<file path="config.mk">
export PLATFORM = sky130hd
export DESIGN_NAME = axi_lite_master
export DESIGN_NICKNAME = d
export VERILOG_FILES = /design/src/rtl/axil_pkg.sv /design/src/rtl/axi_lite_master.sv
export SDC_FILE = /design/constraint.sdc
export NUM_CORES = 1
export LEC_CHECK = 0
export CORE_MARGIN = 2
export CORE_UTILIZATION = 38
export CTS_CLUSTER_SIZE = 8
export DETAILED_ROUTE_END_ITERATION = 10
export HOLD_SLACK_MARGIN = 0.06
export PLACE_DENSITY = 0.8
export SYNTH_ARGS = -nofsm -noshare
export SYNTH_HDL_FRONTEND = slang
export SYNTH_SLANG_ARGS = --single-unit
export TNS_END_PERCENT = 5
</file>
<file path="constraint.sdc">
create_clock -name clk -period 1.8 [get_ports clk]
set_clock_uncertainty 0.2 [all_clocks]
set_input_delay 0.18 -clock clk [delete_from_list [all_inputs] [get_ports clk]]
set_output_delay 0.18 -clock clk [all_outputs]
set_load 0.01 [all_outputs]
</file>
<file path="src/rtl/axil_pkg.sv">
// rtl/axil_pkg.sv - shared AXI-Lite response codes and master FSM states
package axil_pkg;

  localparam logic [1:0] AXIL_RESP_OKAY   = 2'b00;
  localparam logic [1:0] AXIL_RESP_SLVERR = 2'b10;

  typedef enum logic [2:0] {
    ST_IDLE,
    ST_WR_REQ,
    ST_WR_RESP,
    ST_RD_REQ,
    ST_RD_RESP,
    ST_DONE
  } axil_state_e;

endpackage

</file>
<file path="src/rtl/axi_lite_master.sv">
// rtl/axi_lite_master.sv - single-outstanding AXI-Lite master with command/done interface
// Optional per-channel wait limit enabled by AXIL_MASTER_TIMEOUT_EN.
module axi_lite_master
  import axil_pkg::*;
#(
  parameter int AXIL_DATA_WIDTH = 32,
  parameter int AXIL_ADDR_WIDTH = 4,
  parameter int TIMEOUT_CYCLES  = 255
) (
  input  logic                         clk,
  input  logic                         reset,
  input  logic                         cmd_valid,
  output logic                         cmd_ready,
  input  logic                         cmd_write,
  input  logic [AXIL_ADDR_WIDTH-1:0]   cmd_addr,
  input  logic [AXIL_DATA_WIDTH-1:0]   cmd_wdata,
  input  logic [AXIL_DATA_WIDTH/8-1:0] cmd_wstrb,
  output logic                         done,
  output logic [AXIL_DATA_WIDTH-1:0]   done_rdata,
  output logic [1:0]                   done_resp,
  output logic                         done_timeout,
  output logic                         awvalid,
  output logic [AXIL_ADDR_WIDTH-1:0]   awaddr,
  input  logic                         awready,
  output logic                         wvalid,
  output logic [AXIL_DATA_WIDTH-1:0]   wdata,
  output logic [AXIL_DATA_WIDTH/8-1:0] wstrb,
  input  logic                         wready,
  input  logic                         bvalid,
  input  logic [1:0]                   bresp,
  output logic                         bready,
  output logic                         arvalid,
  output logic [AXIL_ADDR_WIDTH-1:0]   araddr,
  input  logic                         arready,
  input  logic                         rvalid,
  input  logic [AXIL_DATA_WIDTH-1:0]   rdata,
  input  logic [1:0]                   rresp,
  output logic                         rready
);

  axil_state_e                  state, state_n;
  logic [AXIL_ADDR_WIDTH-1:0]   addr_q;
  logic [AXIL_DATA_WIDTH-1:0]   wdata_q;
  logic [AXIL_DATA_WIDTH/8-1:0] wstrb_q;
  logic [AXIL_DATA_WIDTH-1:0]   rdata_q;
  logic [1:0]                   resp_q;
  logic                         aw_done_q, w_done_q;
  logic                         tmo_expired, timeout_hit;

`ifdef AXIL_MASTER_TIMEOUT_EN
  localparam int TMO_W = $clog2(TIMEOUT_CYCLES + 1);
  logic [TMO_W-1:0] tmo_cnt;
  logic             tmo_flag_q;

  // tmo_cnt holds cycles already spent, so the current cycle is number tmo_cnt+1
  assign tmo_expired  = (tmo_cnt == TMO_W'(TIMEOUT_CYCLES - 1));
  assign done_timeout = tmo_flag_q;

  always_ff @(posedge clk) begin
    if (reset) begin
      tmo_cnt    <= '0;
      tmo_flag_q <= 1'b0;
    end else begin
      tmo_flag_q <= timeout_hit;
      if (state_n != state)
        tmo_cnt <= '0;
      else if (state != ST_IDLE && state != ST_DONE)
        tmo_cnt <= tmo_cnt + 1'b1;
    end
  end
`else
  // constant false; the comparison only keeps the parameter referenced
  assign tmo_expired  = (TIMEOUT_CYCLES < 0);
  assign done_timeout = 1'b0;
`endif

  assign awaddr     = addr_q;
  assign araddr     = addr_q;
  assign wdata      = wdata_q;
  assign wstrb      = wstrb_q;
  assign done_rdata = rdata_q;
  assign done_resp  = resp_q;

  always_comb begin
    state_n     = state;
    timeout_hit = 1'b0;
    cmd_ready   = 1'b0;
    awvalid     = 1'b0;
    wvalid      = 1'b0;
    bready      = 1'b0;
    arvalid     = 1'b0;
    rready      = 1'b0;
    done        = 1'b0;
    case (state)
      ST_IDLE: begin
        cmd_ready = 1'b1;
        if (cmd_valid) state_n = cmd_write ? ST_WR_REQ : ST_RD_REQ;
      end
      ST_WR_REQ: begin
        awvalid = !aw_done_q;
        wvalid  = !w_done_q;
        // each channel counts as done if it finished earlier or handshakes now
        if ((aw_done_q || awready) && (w_done_q || wready)) state_n = ST_WR_RESP;
        else if (tmo_expired) begin state_n = ST_DONE; timeout_hit = 1'b1; end
      end
      ST_WR_RESP: begin
        bready = 1'b1;
        if (bvalid) state_n = ST_DONE;
        else if (tmo_expired) begin state_n = ST_DONE; timeout_hit = 1'b1; end
      end
      ST_RD_REQ: begin
        arvalid = 1'b1;
        if (arready) state_n = ST_RD_RESP;
        else if (tmo_expired) begin state_n = ST_DONE; timeout_hit = 1'b1; end
      end
      ST_RD_RESP: begin
        rready = 1'b1;
        if (rvalid) state_n = ST_DONE;
        else if (tmo_expired) begin state_n = ST_DONE; timeout_hit = 1'b1; end
      end
      ST_DONE: begin
        done    = 1'b1;
        state_n = ST_IDLE;
      end
      default: state_n = ST_IDLE;
    endcase
  end

  always_ff @(posedge clk) begin
    if (reset) begin
      state     <= ST_IDLE;
      addr_q    <= '0;
      wdata_q   <= '0;
      wstrb_q   <= '0;
      rdata_q   <= '0;
      resp_q    <= AXIL_RESP_OKAY;
      aw_done_q <= 1'b0;
      w_done_q  <= 1'b0;
    end else begin
      state <= state_n;
      if (cmd_valid && cmd_ready) begin
        addr_q    <= cmd_addr;
        wdata_q   <= cmd_wdata;
        wstrb_q   <= cmd_wstrb;
        aw_done_q <= 1'b0;
        w_done_q  <= 1'b0;
      end
      if (awvalid && awready) aw_done_q <= 1'b1;
      if (wvalid && wready)   w_done_q  <= 1'b1;
      if (bvalid && bready)   resp_q    <= bresp;
      if (rvalid && rready) begin
        rdata_q <= rdata;
        resp_q  <= rresp;
      end
      if (timeout_hit) resp_q <= AXIL_RESP_SLVERR;
    end
  end

endmodule

</file>
==> flow_summary.html <==
<table>
<tr><th>Metric</th><th>Value</th></tr>
<tr><th colspan="2">Worst hold path</th></tr>
<tr><td>HP Class</td><td>in2reg</td></tr>
<tr><td>Hold Path Cell Cnt</td><td>3</td></tr>
<tr><td>Critical hold path startpoint</td><td>cmd_wdata[9]</td></tr>
<tr><th colspan="2">Route</th></tr>
<tr><td>First-iteration detailed-routing DRC count</td><td>~150</td></tr>
<tr><td>Vias after detailed routing</td><td>approximately 3,100</td></tr>
<tr><td>Wirelength, routed</td><td>8.848 mm</td></tr>
<tr><td>Routed wirelength normalized by instance count</td><td>13.51 µm</td></tr>
<tr><td>Detail-routed via count per cell</td><td>4.745</td></tr>
<tr><td>Drt first pass iters</td><td>4</td></tr>
<tr><td>Post-DRT Antenna Nets</td><td>0</td></tr>
<tr><td>Drc violations</td><td>0</td></tr>
<tr><th colspan="2">Global routing</th></tr>
<tr><td>First-pass GRT wire length</td><td>13.99 mm</td></tr>
<tr><td>GRT Overall Usage</td><td>0.2057</td></tr>
<tr><td>Number of global-route vias before repair</td><td>3,013</td></tr>
<tr><td>Pin count of the biggest net entering global routing</td><td>79</td></tr>
<tr><td>Leftover overflow at the end of global routing</td><td>0</td></tr>
<tr><td>Antenna violations before repair</td><td>0</td></tr>
<tr><th colspan="2">Logic synthesis</th></tr>
<tr><td>Fraction of synthesized cell area taken by the top area cell type</td><td>0.5342</td></tr>
<tr><td>Post-synthesis sequential element count</td><td>79</td></tr>
<tr><td>Share of synthesized area occupied by flip-flops and latches</td><td>0.5342</td></tr>
<tr><td>Biggest area consumer among synthesized cells</td><td>dfxtp_1</td></tr>
<tr><td>Share of flip-flops with an asynchronous set or reset</td><td>0</td></tr>
<tr><td>Synthesized cell area</td><td>2960 µm²</td></tr>
<tr><td>Largest cells by area after synthesis</td><td>dfxtp_1 53%, nand2_1 19%, a21oi_1 13%</td></tr>
<tr><td>Dominant synthesized flop cell</td><td>dfxtp_1</td></tr>
<tr><td>Number of warnings reported in the yosys synthesis log</td><td>0</td></tr>
<tr><td>Syn Inst Count</td><td>380</td></tr>
<tr><td>Synthesized area per cell</td><td>7.790 µm²</td></tr>
<tr><td>Number of flops mapped to enable cells by yosys</td><td>0</td></tr>
<tr><td>Netlist cell types</td><td>29</td></tr>
<tr><td>Synthesized net count</td><td>465</td></tr>
<tr><th colspan="2">Critical path</th></tr>
<tr><td>Worst Reg-to-Reg Cells</td><td>5</td></tr>
<tr><td>Kind of capture point of the worst setup path</td><td>flop</td></tr>
<tr><td>Crit start category</td><td>flop</td></tr>
<tr><td>Worst reg2reg path startpoint</td><td>state[1]</td></tr>
<tr><td>Endpoint required time on the critical path</td><td>1860 ps</td></tr>
<tr><td>Worst Setup SP</td><td>state[1]</td></tr>
<tr><td>Slowest cell delay on critical path</td><td>360 ps</td></tr>
<tr><td>Critical Path AT</td><td>roughly 1800 ps</td></tr>
<tr><td>Path type of the worst setup path</td><td>reg2reg</td></tr>
<tr><td>Peak fanout along the critical path</td><td>9</td></tr>
<tr><td>Worst-path cell chain</td><td>buf_4 &gt; nor4b_1 &gt; a2111o_1 &gt; or3_1 &gt; a21oi_1</td></tr>
<tr><td>Slowest stage cell on the critical path</td><td>dfxtp_2</td></tr>
<tr><th colspan="2">Cells and area</th></tr>
<tr><td>Area added between synthesis and finish</td><td>71.30%</td></tr>
<tr><td>Fill count</td><td>633</td></tr>
<tr><td>Share of cells above drive strength 1</td><td>0.08861</td></tr>
<tr><td>Total inserted antenna cells</td><td>0</td></tr>
<tr><td>Final core occ</td><td>0.6631</td></tr>
<tr><td>Final nets</td><td>634</td></tr>
<tr><td>Cell area after layout</td><td>5071 µm²</td></tr>
<tr><td>Post-route non-filler standard cell count</td><td>approximately 660</td></tr>
<tr><th colspan="2">Clocking</th></tr>
<tr><td>CTS tree</td><td>yes</td></tr>
<tr><td>CTS root buf</td><td>clkbuf_8</td></tr>
<tr><td>Clock-pin slew on the worst setup and hold paths</td><td>roughly 80 ps</td></tr>
<tr><td>Clock Tree Buf Depth</td><td>2</td></tr>
<tr><td>Number of clock buffers inserted by TritonCTS</td><td>9</td></tr>
<tr><td>Clock Sink Count</td><td>79</td></tr>
<tr><td>Level count of the clock H-tree</td><td>3</td></tr>
<tr><td>Worst skew pair latency</td><td>330 ps</td></tr>
<tr><th colspan="2">Power and ir drop</th></tr>
<tr><td>Portion of total power attributed to combinational logic</td><td>0.394</td></tr>
<tr><td>Internal power component</td><td>4.089 mW</td></tr>
<tr><td>Switching Power</td><td>~1.9 mW</td></tr>
<tr><td>Cell area power density</td><td>1179 nW/µm²</td></tr>
<tr><td>IR drop worst, VDD</td><td>0.5950 mV</td></tr>
<tr><td>Switching Fraction</td><td>0.3158</td></tr>
<tr><td>Clk pwr share</td><td>0.235</td></tr>
<tr><td>Sequential group share of total power</td><td>0.371</td></tr>
<tr><td>LEAKAGE</td><td>1.850 nW</td></tr>
<tr><th colspan="2">Timing</th></tr>
<tr><td>FMAX</td><td>562.0 MHz</td></tr>
<tr><td>Period Utilization, post-route</td><td>0.9886</td></tr>
<tr><td>Number of endpoints with negative hold slack in the final report</td><td>0</td></tr>
<tr><td>Min Hold Slack</td><td>187.1 ps</td></tr>
<tr><td>Unrepaired setup endpoints after global routing</td><td>yes</td></tr>
<tr><td>Final-report max-slew violation count</td><td>0</td></tr>
<tr><td>Final min period</td><td>1780 ps</td></tr>
<tr><td>Setup violators final</td><td>0</td></tr>
<tr><th colspan="2">Placed design</th></tr>
<tr><td>I/O Buffers</td><td>169</td></tr>
<tr><td>Routability-driven placement congestion ratio</td><td>0.9025</td></tr>
<tr><td>DPL Wire Length</td><td>6.491 mm</td></tr>
<tr><td>Placed Area</td><td>4847 µm²</td></tr>
<tr><td>Cell count after placement</td><td>639</td></tr>
<tr><th colspan="2">Die</th></tr>
<tr><td>Std-Cell Rows</td><td>32</td></tr>
<tr><td>Floorplan core area</td><td>7647 µm²</td></tr>
<tr><td>Die Footprint</td><td>8513 µm²</td></tr>
<tr><td>Initial core utilization</td><td>0.3871</td></tr>
<tr><td>Die Y</td><td>about 92 µm</td></tr>
<tr><td>Ports</td><td>171</td></tr>
<tr><td>DIE WIDTH</td><td>about 92 µm</td></tr>
<tr><th colspan="2">Flow run</th></tr>
<tr><td>Max Cap Viol</td><td>0</td></tr>
<tr><th colspan="2">Run status</th></tr>
<tr><td>Run status</td><td>finished clean</td></tr>
</table>
layer usage:
layer / up-vias / global-route usage / share of wire
li1: 1570 / - / -
met5: - / 0 / 0
met3: 13 / 0.05998 / 0.076
met1: 1414 / 0.2352 / 0.41
met4: 0 / 0.08955 / 0.021
met2: 111 / 0.3560 / 0.50
critical path: cells and delay by family, from the launching register on:
kind	cells	cell delay [ps]
and+or+nand+nor	2	510
DFF	1	360
buffers and inverters	1	170
AOI/OAI and AO/OA	2	480
layout make-up:
type,instances,area (µm²),share of cell area
clock buffer,11,141.4,0.02788
multi-input combinational,263,1224,0.2413
sequential,79,1585,0.3126
tap,102,127.6,0.02517
timing repair buffer,192,1908,0.3763
clock inverter,4,70.07,0.01382
inverter,4,15.01,0.002961
placed cells by master, fill, tap and decap left out, types with 2 or more instances in the layout:
| master | n |
|---|---|
| clkdlybuf4s50_1 | 161 |
| nand2_1 | 152 |
| a21oi_1 | 76 |
| dfxtp_1 | 76 |
| buf_4 | 17 |
| clkbuf_8 | 10 |
| nor2_1 | 5 |
| buf_12 | 5 |
| inv_1 | 4 |
| o21ai_0 | 3 |
| dfxtp_2 | 3 |
| nor3_2 | 2 |
| and2_1 | 2 |
| a311oi_1 | 2 |
| o22ai_1 | 2 |
| nand3b_1 | 2 |
| nand3_1 | 2 |
| clkinv_2 | 2 |
| bufinv_16 | 2 |
| buf_2 | 2 |
| clkbuf_2 | 2 |
| dlygate4sd2_1 | 2 |
path summary, 6_finish.rpt:
kind                                 end  slack, ps
worst max-delay path            state[1]         20
worst min-delay path            wdata[9]        190
worst max register to register  state[1]         20
worst min register to register  wstrb[3]        250
state kept, by name (all words and copies together) (netlist names):
| name | cells |
|---|---|
| aw_done_q | 1 |
| w_done_q | 1 |
| wdata | 32 |
| done_resp | 2 |
| state | 3 |
| wstrb | 4 |
| done_rdata | 32 |
| araddr | 4 |
cell usage after synthesis, types with 2 or more instances:
| cell | number |
|---|---|
| dfxtp_1 | 79 |
| buf_2 | 10 |
| inv_1 | 4 |
| buf_4 | 6 |
| nor3_1 | 3 |
| or3_1 | 2 |
| nand3_1 | 2 |
| and2_1 | 2 |
| nor2_1 | 5 |
| o21ai_0 | 3 |
| nand3b_1 | 2 |
| a311oi_1 | 2 |
| clkbuf_1 | 17 |
| nand2_1 | 152 |
| o22ai_1 | 2 |
| a21oi_1 | 76 |
kinds of logic (layout without fill, tap and decap cells):
family	count (synthesis)	count (layout)	share of synthesized area
AOI/OAI and AO/OA	87	87	0.1568
other	1	1	0.001267
buffers and inverters	38	211	0.06255
and+or+nand+nor	175	175	0.2451
DFF	79	79	0.5342
through the flow:
| step | setup slack [ps] | setup TNS (ps) | total power, mW |
|---|---|---|---|
| 6_report | 20.48 | 0 | 5.977 |
| 5_1_grt | -61.64 | -117.8 | 6.357 |
| 4_1_cts | 1.876 | 0 | 6.030 |
| 3_5_place_dp | -173.3 | -3973 | 4.634 |
| 3_3_place_gp | -120.2 | -3146 | 4.561 |
| 2_1_floorplan | 98.60 | 0 | 3.337 |
power by group through the flow:
stage,sequential [mW],combinational (mW),clock [mW]
floorplan,2.34,0.993,0
global placement,2.23,2.33,0
detailed placement,2.25,2.38,0
CTS,2.22,2.37,1.45
global route,2.26,2.57,1.53
finish,2.22,2.35,1.40
repair_timing:
action	in CTS	in global routing
hold endpoints to repair	3	0
setup endpoints to repair	8	42
hold buffers	1	0
gates resized for setup	17	7
pin swaps	0	2
setup buffers	0	0
Power figures use the tool's default switching activity.
